<file path="config.mk">
export PLATFORM = sky130hd
export DESIGN_NAME = qos_priority_arbiter
export DESIGN_NICKNAME = d
export VERILOG_FILES = /design/src/rtl/arbiter_pkg.sv /design/src/rtl/fifo_queue.sv /design/src/rtl/qos_select.sv /design/src/rtl/qos_priority_arbiter.sv
export SDC_FILE = /design/constraint.sdc
export NUM_CORES = 1
export LEC_CHECK = 0
export BUFFER_PORTS_ARGS = -buffer_cell sky130_fd_sc_hd__buf_2
export CORE_MARGIN = 4
export CORE_UTILIZATION = 58
export CTS_CLUSTER_SIZE = 8
export DETAILED_ROUTE_END_ITERATION = 10
export PLACE_DENSITY = 0.77
export RECOVER_POWER = 50
export SLEW_MARGIN = 5
export SYNTH_ARGS = -nofsm -noshare
export SYNTH_HDL_FRONTEND = slang
export SYNTH_SLANG_ARGS = --single-unit
</file>
<file path="constraint.sdc">
create_clock -name clk_in -period 31.3 [get_ports clk_in]
set_input_delay 3.13 -clock clk_in [delete_from_list [all_inputs] [get_ports clk_in]]
set_output_delay 3.13 -clock clk_in [all_outputs]
set_load 0.01 [all_outputs]
</file>
<file path="src/rtl/arbiter_pkg.sv">
// Shared types and helpers for the QoS priority arbiter: level compare/max,
// top-level constant and round-robin wrap increment.
package arbiter_pkg;

  localparam int unsigned PRIORITY_WIDTH_DEF = 2;
  localparam int unsigned LEVEL_W_MAX        = 8;

  typedef logic [LEVEL_W_MAX-1:0] level_t;

  function automatic level_t level_max(input level_t a, input level_t b);
    return (a > b) ? a : b;
  endfunction

  function automatic level_t level_top(input int unsigned pw);
    return level_t'((1 << pw) - 1);
  endfunction

  function automatic int unsigned rr_inc(input int unsigned idx, input int unsigned n);
    return (idx + 1 >= n) ? 0 : idx + 1;
  endfunction

endpackage

</file>
<file path="src/rtl/fifo_queue.sv">
// Per-channel request FIFO. A pushed entry becomes visible at the head one
// cycle after it is written; the not-full flag is registered and 0 in reset.
module fifo_queue #(
  parameter int unsigned DATA_WIDTH = 66,
  parameter int unsigned DEPTH      = 4
) (
  input  logic                  clk,
  input  logic                  rst_n,
  input  logic                  i_push,
  input  logic [DATA_WIDTH-1:0] i_push_data,
  input  logic                  i_pop,
  output logic [DATA_WIDTH-1:0] o_head_data,
  output logic                  o_head_valid,
  output logic                  o_not_full
);

  localparam int unsigned PTR_W = (DEPTH > 1) ? $clog2(DEPTH) : 1;
  localparam int unsigned CNT_W = PTR_W + 1;
  localparam logic [CNT_W-1:0] FULL_CNT = CNT_W'(DEPTH);

  logic [DATA_WIDTH-1:0] r_mem [DEPTH];
  logic [PTR_W-1:0]      r_wr_ptr;
  logic [PTR_W-1:0]      r_rd_ptr;
  logic [CNT_W-1:0]      r_count;
  logic [CNT_W-1:0]      r_vis;
  logic                  r_push_d;
  logic                  r_not_full;
  logic [CNT_W-1:0]      w_count_nxt;
  logic [CNT_W-1:0]      w_vis_nxt;
  logic                  w_push;
  logic                  w_pop;

  assign w_pop       = i_pop & (r_vis != '0);
  assign w_push      = i_push & ((r_count != FULL_CNT) | w_pop);
  assign w_count_nxt = r_count + CNT_W'(w_push) - CNT_W'(w_pop);
  // r_vis trails r_count by the entry written on the previous edge
  assign w_vis_nxt   = r_vis + CNT_W'(r_push_d) - CNT_W'(w_pop);

  always_ff @(posedge clk) begin
    if (w_push) r_mem[r_wr_ptr] <= i_push_data;
  end

  always_ff @(posedge clk or negedge rst_n) begin
    if (!rst_n) begin
      r_wr_ptr   <= '0;
      r_rd_ptr   <= '0;
      r_count    <= '0;
      r_vis      <= '0;
      r_push_d   <= 1'b0;
      r_not_full <= 1'b0;
    end else begin
      if (w_push) r_wr_ptr <= r_wr_ptr + 1'b1;
      if (w_pop)  r_rd_ptr <= r_rd_ptr + 1'b1;
      r_count    <= w_count_nxt;
      r_vis      <= w_vis_nxt;
      r_push_d   <= w_push;
      r_not_full <= (w_count_nxt != FULL_CNT);
    end
  end

  assign o_head_data  = r_mem[r_rd_ptr];
  assign o_head_valid = (r_vis != '0);
  assign o_not_full   = r_not_full;

endmodule

</file>
<file path="src/rtl/qos_select.sv">
// Combinational winner select: highest effective level, aged heads first
// among ties, then round-robin starting after the last grant.
module qos_select
  import arbiter_pkg::*;
#(
  parameter int unsigned NUM_REQUEST      = 4,
  parameter int unsigned PRIORITY_WIDTH   = 2,
  parameter int unsigned NUM_REQUEST_LOG2 = 2
) (
  input  logic [NUM_REQUEST-1:0]                i_valid,
  input  logic [NUM_REQUEST*PRIORITY_WIDTH-1:0] i_level,
  input  logic [NUM_REQUEST-1:0]                i_aged,
  input  logic [NUM_REQUEST_LOG2-1:0]           i_last_grant,
  output logic [NUM_REQUEST_LOG2-1:0]           o_winner,
  output logic                                  o_any_valid
);

  level_t                      w_max;
  logic [NUM_REQUEST-1:0]      w_top;
  logic [NUM_REQUEST-1:0]      w_cand;
  logic [NUM_REQUEST_LOG2-1:0] w_idx;
  logic                        w_found;

  always_comb begin
    w_max = '0;
    for (int i = 0; i < NUM_REQUEST; i++) begin
      if (i_valid[i])
        w_max = level_max(w_max, level_t'(i_level[i*PRIORITY_WIDTH +: PRIORITY_WIDTH]));
    end
  end

  always_comb begin
    w_top = '0;
    for (int i = 0; i < NUM_REQUEST; i++) begin
      w_top[i] = i_valid[i] &&
                 (level_t'(i_level[i*PRIORITY_WIDTH +: PRIORITY_WIDTH]) == w_max);
    end
    w_cand = (|(w_top & i_aged)) ? (w_top & i_aged) : w_top;
  end

  always_comb begin
    o_winner = '0;
    w_found  = 1'b0;
    w_idx    = i_last_grant;
    for (int k = 0; k < NUM_REQUEST; k++) begin
      w_idx = NUM_REQUEST_LOG2'(rr_inc(32'(w_idx), NUM_REQUEST));
      if (!w_found && w_cand[w_idx]) begin
        o_winner = w_idx;
        w_found  = 1'b1;
      end
    end
  end

  assign o_any_valid = |i_valid;

endmodule

</file>
<file path="src/rtl/qos_priority_arbiter.sv">
// N-channel QoS arbiter: per-channel FIFOs, multi-level priority with
// starvation aging, round-robin among ties, registered valid/ack output.
module qos_priority_arbiter
  import arbiter_pkg::*;
#(
  parameter int unsigned SINGLE_REQUEST_WIDTH_IN_BITS = 64,
  parameter int unsigned NUM_REQUEST                  = 4,
  parameter int unsigned INPUT_QUEUE_SIZE             = 4,
  parameter int unsigned PRIORITY_WIDTH               = PRIORITY_WIDTH_DEF,
  parameter int unsigned AGING_THRESHOLD              = 16,
  parameter int unsigned NUM_REQUEST_LOG2             = $clog2(NUM_REQUEST)
) (
  input  logic                                                  clk_in,
  input  logic                                                  reset_n_in,
  input  logic [SINGLE_REQUEST_WIDTH_IN_BITS*NUM_REQUEST-1:0]   request_flatted_in,
  input  logic [PRIORITY_WIDTH*NUM_REQUEST-1:0]                 request_priority_flatted_in,
  input  logic [NUM_REQUEST-1:0]                                request_valid_flatted_in,
  output logic [NUM_REQUEST-1:0]                                issue_ack_out,
  output logic [SINGLE_REQUEST_WIDTH_IN_BITS-1:0]               request_out,
  output logic [PRIORITY_WIDTH-1:0]                             request_priority_out,
  output logic [NUM_REQUEST_LOG2-1:0]                           request_channel_out,
  output logic                                                  request_aged_out,
  output logic                                                  request_valid_out,
  input  logic                                                  issue_ack_in
);

  localparam int unsigned W       = SINGLE_REQUEST_WIDTH_IN_BITS;
  localparam int unsigned N       = NUM_REQUEST;
  localparam int unsigned PW      = PRIORITY_WIDTH;
  localparam int unsigned LW      = NUM_REQUEST_LOG2;
  localparam int unsigned ENTRY_W = W + PW;
  localparam int unsigned AGE_W   = (AGING_THRESHOLD == 0) ? 1 : $clog2(AGING_THRESHOLD + 1);
  localparam logic [PW-1:0]    TOP_LVL = PW'(level_top(PW));
  localparam logic [AGE_W-1:0] AGE_MAX = AGE_W'(AGING_THRESHOLD);

  logic [ENTRY_W-1:0] w_head     [N];
  logic [PW-1:0]      w_head_lvl [N];
  logic [N-1:0]       w_head_valid;
  logic [N-1:0]       w_ack;
  logic [N-1:0]       w_aged;
  logic [N*PW-1:0]    w_eff_lvl;
  logic [N-1:0]       w_pop;
  logic [LW-1:0]      w_winner;
  logic               w_any;
  logic               w_load;

  logic [AGE_W-1:0]   r_age [N];
  logic [LW-1:0]      r_last_grant;
  logic               r_valid;
  logic [W-1:0]       r_data;
  logic [PW-1:0]      r_prio;
  logic [LW-1:0]      r_chan;
  logic               r_aged;

  for (genvar g = 0; g < N; g++) begin : g_ch
    fifo_queue #(
      .DATA_WIDTH (ENTRY_W),
      .DEPTH      (INPUT_QUEUE_SIZE)
    ) u_fifo (
      .clk          (clk_in),
      .rst_n        (reset_n_in),
      .i_push       (request_valid_flatted_in[g] & w_ack[g]),
      .i_push_data  ({request_priority_flatted_in[g*PW +: PW], request_flatted_in[g*W +: W]}),
      .i_pop        (w_pop[g]),
      .o_head_data  (w_head[g]),
      .o_head_valid (w_head_valid[g]),
      .o_not_full   (w_ack[g])
    );

    // A head that has waited AGING_THRESHOLD cycles competes at the top level
    assign w_head_lvl[g]          = w_head[g][ENTRY_W-1 -: PW];
    assign w_aged[g]              = (AGING_THRESHOLD != 0) && (r_age[g] >= AGE_MAX);
    assign w_eff_lvl[g*PW +: PW]  = w_aged[g] ? TOP_LVL : w_head_lvl[g];
  end

  qos_select #(
    .NUM_REQUEST      (N),
    .PRIORITY_WIDTH   (PW),
    .NUM_REQUEST_LOG2 (LW)
  ) u_select (
    .i_valid      (w_head_valid),
    .i_level      (w_eff_lvl),
    .i_aged       (w_aged),
    .i_last_grant (r_last_grant),
    .o_winner     (w_winner),
    .o_any_valid  (w_any)
  );

  assign w_load = !r_valid || issue_ack_in;

  always_comb begin
    w_pop = '0;
    if (w_load && w_any) w_pop[w_winner] = 1'b1;
  end

  always_ff @(posedge clk_in or negedge reset_n_in) begin
    if (!reset_n_in) begin
      for (int i = 0; i < N; i++) r_age[i] <= '0;
    end else begin
      for (int i = 0; i < N; i++) begin
        if (!w_head_valid[i] || w_pop[i]) r_age[i] <= '0;
        else if (r_age[i] < AGE_MAX)      r_age[i] <= r_age[i] + 1'b1;
      end
    end
  end

  // Output stage loads only when empty or being consumed; otherwise holds
  always_ff @(posedge clk_in or negedge reset_n_in) begin
    if (!reset_n_in) begin
      r_valid      <= 1'b0;
      r_data       <= '0;
      r_prio       <= '0;
      r_chan       <= '0;
      r_aged       <= 1'b0;
      r_last_grant <= LW'(N - 1);
    end else if (w_load) begin
      if (w_any) begin
        r_valid      <= 1'b1;
        r_data       <= w_head[w_winner][W-1:0];
        r_prio       <= w_head_lvl[w_winner];
        r_chan       <= w_winner;
        r_aged       <= w_aged[w_winner];
        r_last_grant <= w_winner;
      end else begin
        r_valid <= 1'b0;
        r_data  <= '0;
        r_prio  <= '0;
        r_chan  <= '0;
        r_aged  <= 1'b0;
      end
    end
  end

  assign issue_ack_out        = w_ack;
  assign request_out          = r_data;
  assign request_priority_out = r_prio;
  assign request_channel_out  = r_chan;
  assign request_aged_out     = r_aged;
  assign request_valid_out    = r_valid;

endmodule

</file>
==> results list <==
- The flow ran to the end, but the final reports show violations.
* Violations in the final reports: max-capacitance violations, max-slew violations
- Net Count, Synth: 2,563
- Kind of end point of the critical path: asynchronous set/reset pin
- Timing would allow up to 0.0959 GHz.
- Aggregate global-route resource usage: 0.287
- Number of storage elements in the synthesis netlist: 1,196
- Ys async rst share: 0.117
- For this design, the slowest cell found on the critical path is sky130_fd_sc_hd__clkbuf_1.
- Post-cts sizing count: 0
- Post-synth EDFFs: 1,056
- The most critical setup path has its endpoint at g_ch[2].u_fifo.r_rd_ptr[1]$_DFFE_PN0P_.
- Number of vias after detailed routing: 24,678
* Sort of element at the start of the critical path: primary input
- Number of warnings printed during yosys synthesis: 0
* Layout area overhead: 16.0%
* IO Port Bufs: 344
- Walking the worst path, the cells encountered are clkbuf_1, clkbuf_1.
- Of all nets on the critical path, the largest fanout is 71.
- Cell type with the largest total area after synthesis: sky130_fd_sc_hd__edfxtp_1
- The critical path contains buffers and inverters numbering 2 combined.
- Die extent in x: 292 um
* Startpoint of the lowest-slack register-to-register path: g_ch[0].u_fifo.r_rd_ptr[0]$_DFFE_PN0P_
* TritonCTS sink count: 1,196
- Sum of overflow across all layers after global routing: 0
- Slowest Stage Delay on Critical Path: 3.29 ns
- The die covers 85,300 um^2.
- Tracing the worst setup path back leads to its startpoint at reset_n_in.
- For this run, the detailed router's first-pass iteration total came to 5.
* Reg2Reg Capture Point: g_ch[2].u_fifo.r_mem[1][10]$_DFFE_PP_
- Across all register-to-register paths, the minimum setup slack is 21.87 ns.
- At the worst endpoint, the arrival time is 9.57 ns.
- For the pin with the worst max-slew slack, the measured transition is 4.41 ns.
- Number of stages on the worst hold path: 2
- In this run the number of cells on the critical path is 2.
- Remaining antenna violation count after routing: 0
- Final-report max-slew violation count: 143
- In this run, the number of DRC markers left after iteration 0 of detailed routing was 2,727.
- Via count of the first global-routing pass: 25,869
- Counting instances in the post-synthesis netlist gives the leading cell types as sky130_fd_sc_hd__edfxtp_1 (1,056), sky130_fd_sc_hd__mux4_2 (262), sky130_fd_sc_hd__mux2i_1 (142), sky130_fd_sc_hd__dfrtp_1 (138), sky130_fd_sc_hd__nand2_1 (93).
- Final setup fails: 0
- 345 I/O pins were placed.
- Area share of the largest cell type after synthesis: 0.678
- In this run the vertical extent of the chip is 292 um.
* Floorplan Core Area: 79,500 um^2
* Worst-case clock buffer depth: 3
* Synthesized area divided by synthesized cell count: 20.9 um^2
- The initial utilization of the core area, before any placement, comes to 0.588.
- Of the available clock period, the critical path in the final layout requires 0.333.
- Post-CTS setup buffer count: 0
- Among the stages of the critical path, the cell type that occurs most often is sky130_fd_sc_hd__clkbuf_1.
- After clock tree synthesis, the clock-pin slew on the worst setup and hold paths is 0.05 ns.
* Final total negative setup slack: 0 ns
- Sequential cell area fraction in the yosys report: 0.753
* Global placer's final weighted congestion: 0.900
- The cell family contributing the most delay on the critical path is buffers and inverters.
* Max Cap Violations: 2
* Worst slew slack as a fraction of its limit: -1.94
- DRC: 0
* Routed Wire Length: 121,000 um
- In the final routed layout, each cell accounts on average for 31.4 um.
- The initial antenna violation count is 39.
- The floorplan has 103 rows.
- Across the routed clock network, the largest skew measured is 0.0516 ns.
- The first global-routing pass estimated 176,000 um of wire.
- Total of fill cells in the finished design: 5,001
- At the later pin of the worst-skew pair, clock insertion delay measures 0.76 ns.
- Critical path class: primary input to asynchronous set/reset pin
- The tightest min-delay check is of the flip-flop to flip-flop type.
* CTS tree: done
- Ranked by total cell area, the synthesized netlist is headed by sky130_fd_sc_hd__edfxtp_1 (68%), sky130_fd_sc_hd__mux4_2 (13%), sky130_fd_sc_hd__dfrtp_1 (7.4%), sky130_fd_sc_hd__mux2i_1 (3.0%), sky130_fd_sc_hd__o221ai_1 (1.2%).
* Number of distinct standard cells referenced by the synthesized netlist: 77
- CTS placed an instance of sky130_fd_sc_hd__clkbuf_16 at the clock tree root.
- TritonCTS Buffers: 167
- Layout cells sized above 1: 0.207
- Hold Violations, Final: 0
- Setup repair after global routing left no endpoint under its margin.
- Depth of the worst register-to-register path: 26
- Post-Synthesis Cell Area: 46,800 um^2
- Entering global routing, the biggest net connects 75 pins.
- Net count, final: 2,997
- Half-perimeter wire length of the detailed placement result: 76,300 um
- Using the TritonRoute via totals, the vias-per-cell ratio works out to 6.40.
- Main flop type after synthesis: sky130_fd_sc_hd__edfxtp_1
- For this design, the CTS-stage hold fixing added 0 buffers.
- At the worst endpoint, the required time is 30.44 ns.
* Gate count of the mapped netlist: 2,238
- Most common cell in the netlist: sky130_fd_sc_hd__edfxtp_1
* Maximum level of the CTS H-tree: 4
* Minimum period implied by the final worst setup slack: 10.42 ns
## per-stage QoR
| step | util | hold WS (ns) | area, um^2 | cells | setup WS, ns |
|---|---|---|---|---|---|
| after global placement | 0.625 | 0.461 | 49700 | 3553 | 22.10 |
| after global routing | 0.682 | 0.505 | 54200 | 3837 | 19.66 |
| after detailed placement | 0.625 | 0.472 | 49700 | 3553 | 21.98 |
| after CTS | 0.687 | 0.482 | 54600 | 3825 | 21.87 |
| after floorplan | - | 0.456 | 46800 | 2238 | 20.60 |
| final | 0.683 | 0.484 | 54300 | 3858 | 20.88 |
## cells in the final DEF, fill, tap and decap left out, types with 34 or more instances in the layout
| master | instances |
|---|---|
| sky130_fd_sc_hd__buf_2 | 42 |
| sky130_fd_sc_hd__buf_4 | 34 |
| sky130_fd_sc_hd__clkbuf_1 | 392 |
| sky130_fd_sc_hd__clkbuf_16 | 168 |
| sky130_fd_sc_hd__dfrtp_1 | 130 |
| sky130_fd_sc_hd__edfxtp_1 | 1056 |
| sky130_fd_sc_hd__ha_1 | 46 |
| sky130_fd_sc_hd__inv_1 | 44 |
| sky130_fd_sc_hd__mux2i_1 | 142 |
| sky130_fd_sc_hd__mux4_2 | 262 |
| sky130_fd_sc_hd__nand2_1 | 92 |
| sky130_fd_sc_hd__nor2_1 | 43 |
| sky130_fd_sc_hd__o221ai_1 | 66 |
## metal layers
| layer | share of wire | vias up | global-route usage |
|---|---|---|---|
| met5 | 0.0013 | - | 0 |
| met4 | 0.049 | 20 | 0.134 |
| met3 | 0.094 | 289 | 0.0753 |
| met2 | 0.52 | 1373 | 0.489 |
| met1 | 0.33 | 12910 | 0.347 |
| li1 | - | 10086 | - |
## kinds of logic after synthesis
| group | after synthesis | share of synthesized area |
|---|---|---|
| DFF | 1196 | 0.753 |
| muxes | 409 | 0.158 |
| and+or+nand+nor | 227 | 0.0236 |
| buffers and inverters | 158 | 0.0152 |
| AOI/OAI and AO/OA | 151 | 0.0270 |
| adders and majority gates | 54 | 0.0157 |
| xor gates and xnor gates | 43 | 0.00805 |
## cell type report
type	instances	area, um^2	share of cell area
Timing Repair Buffer	379	1600	0.0295
Inverter	44	165	0.00304
Sequential cell	1196	35200	0.649
Tap cell	1050	1310	0.0242
Clock buffer	257	4540	0.0836
Clock inverter	15	378	0.00696
Multi-Input combinational cell	884	11000	0.202
Antenna cell	33	82.6	0.00152
## how the worst min path moves through the flow
stage                                        from                                 end  slack (ns)
4_1_cts        request_channel_out[1]$_DFFE_PN0P_  request_channel_out[1]$_DFFE_PN0P_        0.48
2_1_floorplan   g_ch[0].u_fifo.r_push_d$_DFF_PN0_   g_ch[0].u_fifo.r_vis[0]$_DFF_PN0_        0.46
6_report       request_channel_out[1]$_DFFE_PN0P_  request_channel_out[1]$_DFFE_PN0P_        0.48
5_1_grt         g_ch[2].u_fifo.r_push_d$_DFF_PN0_   g_ch[2].u_fifo.r_vis[0]$_DFF_PN0_        0.50
3_3_place_gp    g_ch[0].u_fifo.r_push_d$_DFF_PN0_   g_ch[0].u_fifo.r_vis[0]$_DFF_PN0_        0.46
3_5_place_dp   request_channel_out[1]$_DFFE_PN0P_  request_channel_out[1]$_DFFE_PN0P_        0.47
## sequential cells by signal (all words and copies together) (netlist names)
register,cells
g_ch.u_fifo.r_rd_ptr,8
g_ch.u_fifo.o_not_full,4
g_ch.u_fifo.r_vis,12
request_out,64
g_ch.u_fifo.r_wr_ptr,8
g_ch.u_fifo.r_count,12
r_last_grant,2
request_valid_out,1
g_ch.u_fifo.r_mem,1056
g_ch.u_fifo.r_push_d,4
r_age,20
request_aged_out,1
request_priority_out,2
request_channel_out,2
Power is not shown: default switching activity piles up to over one toggle a cycle in this logic, so the estimate is an artifact.
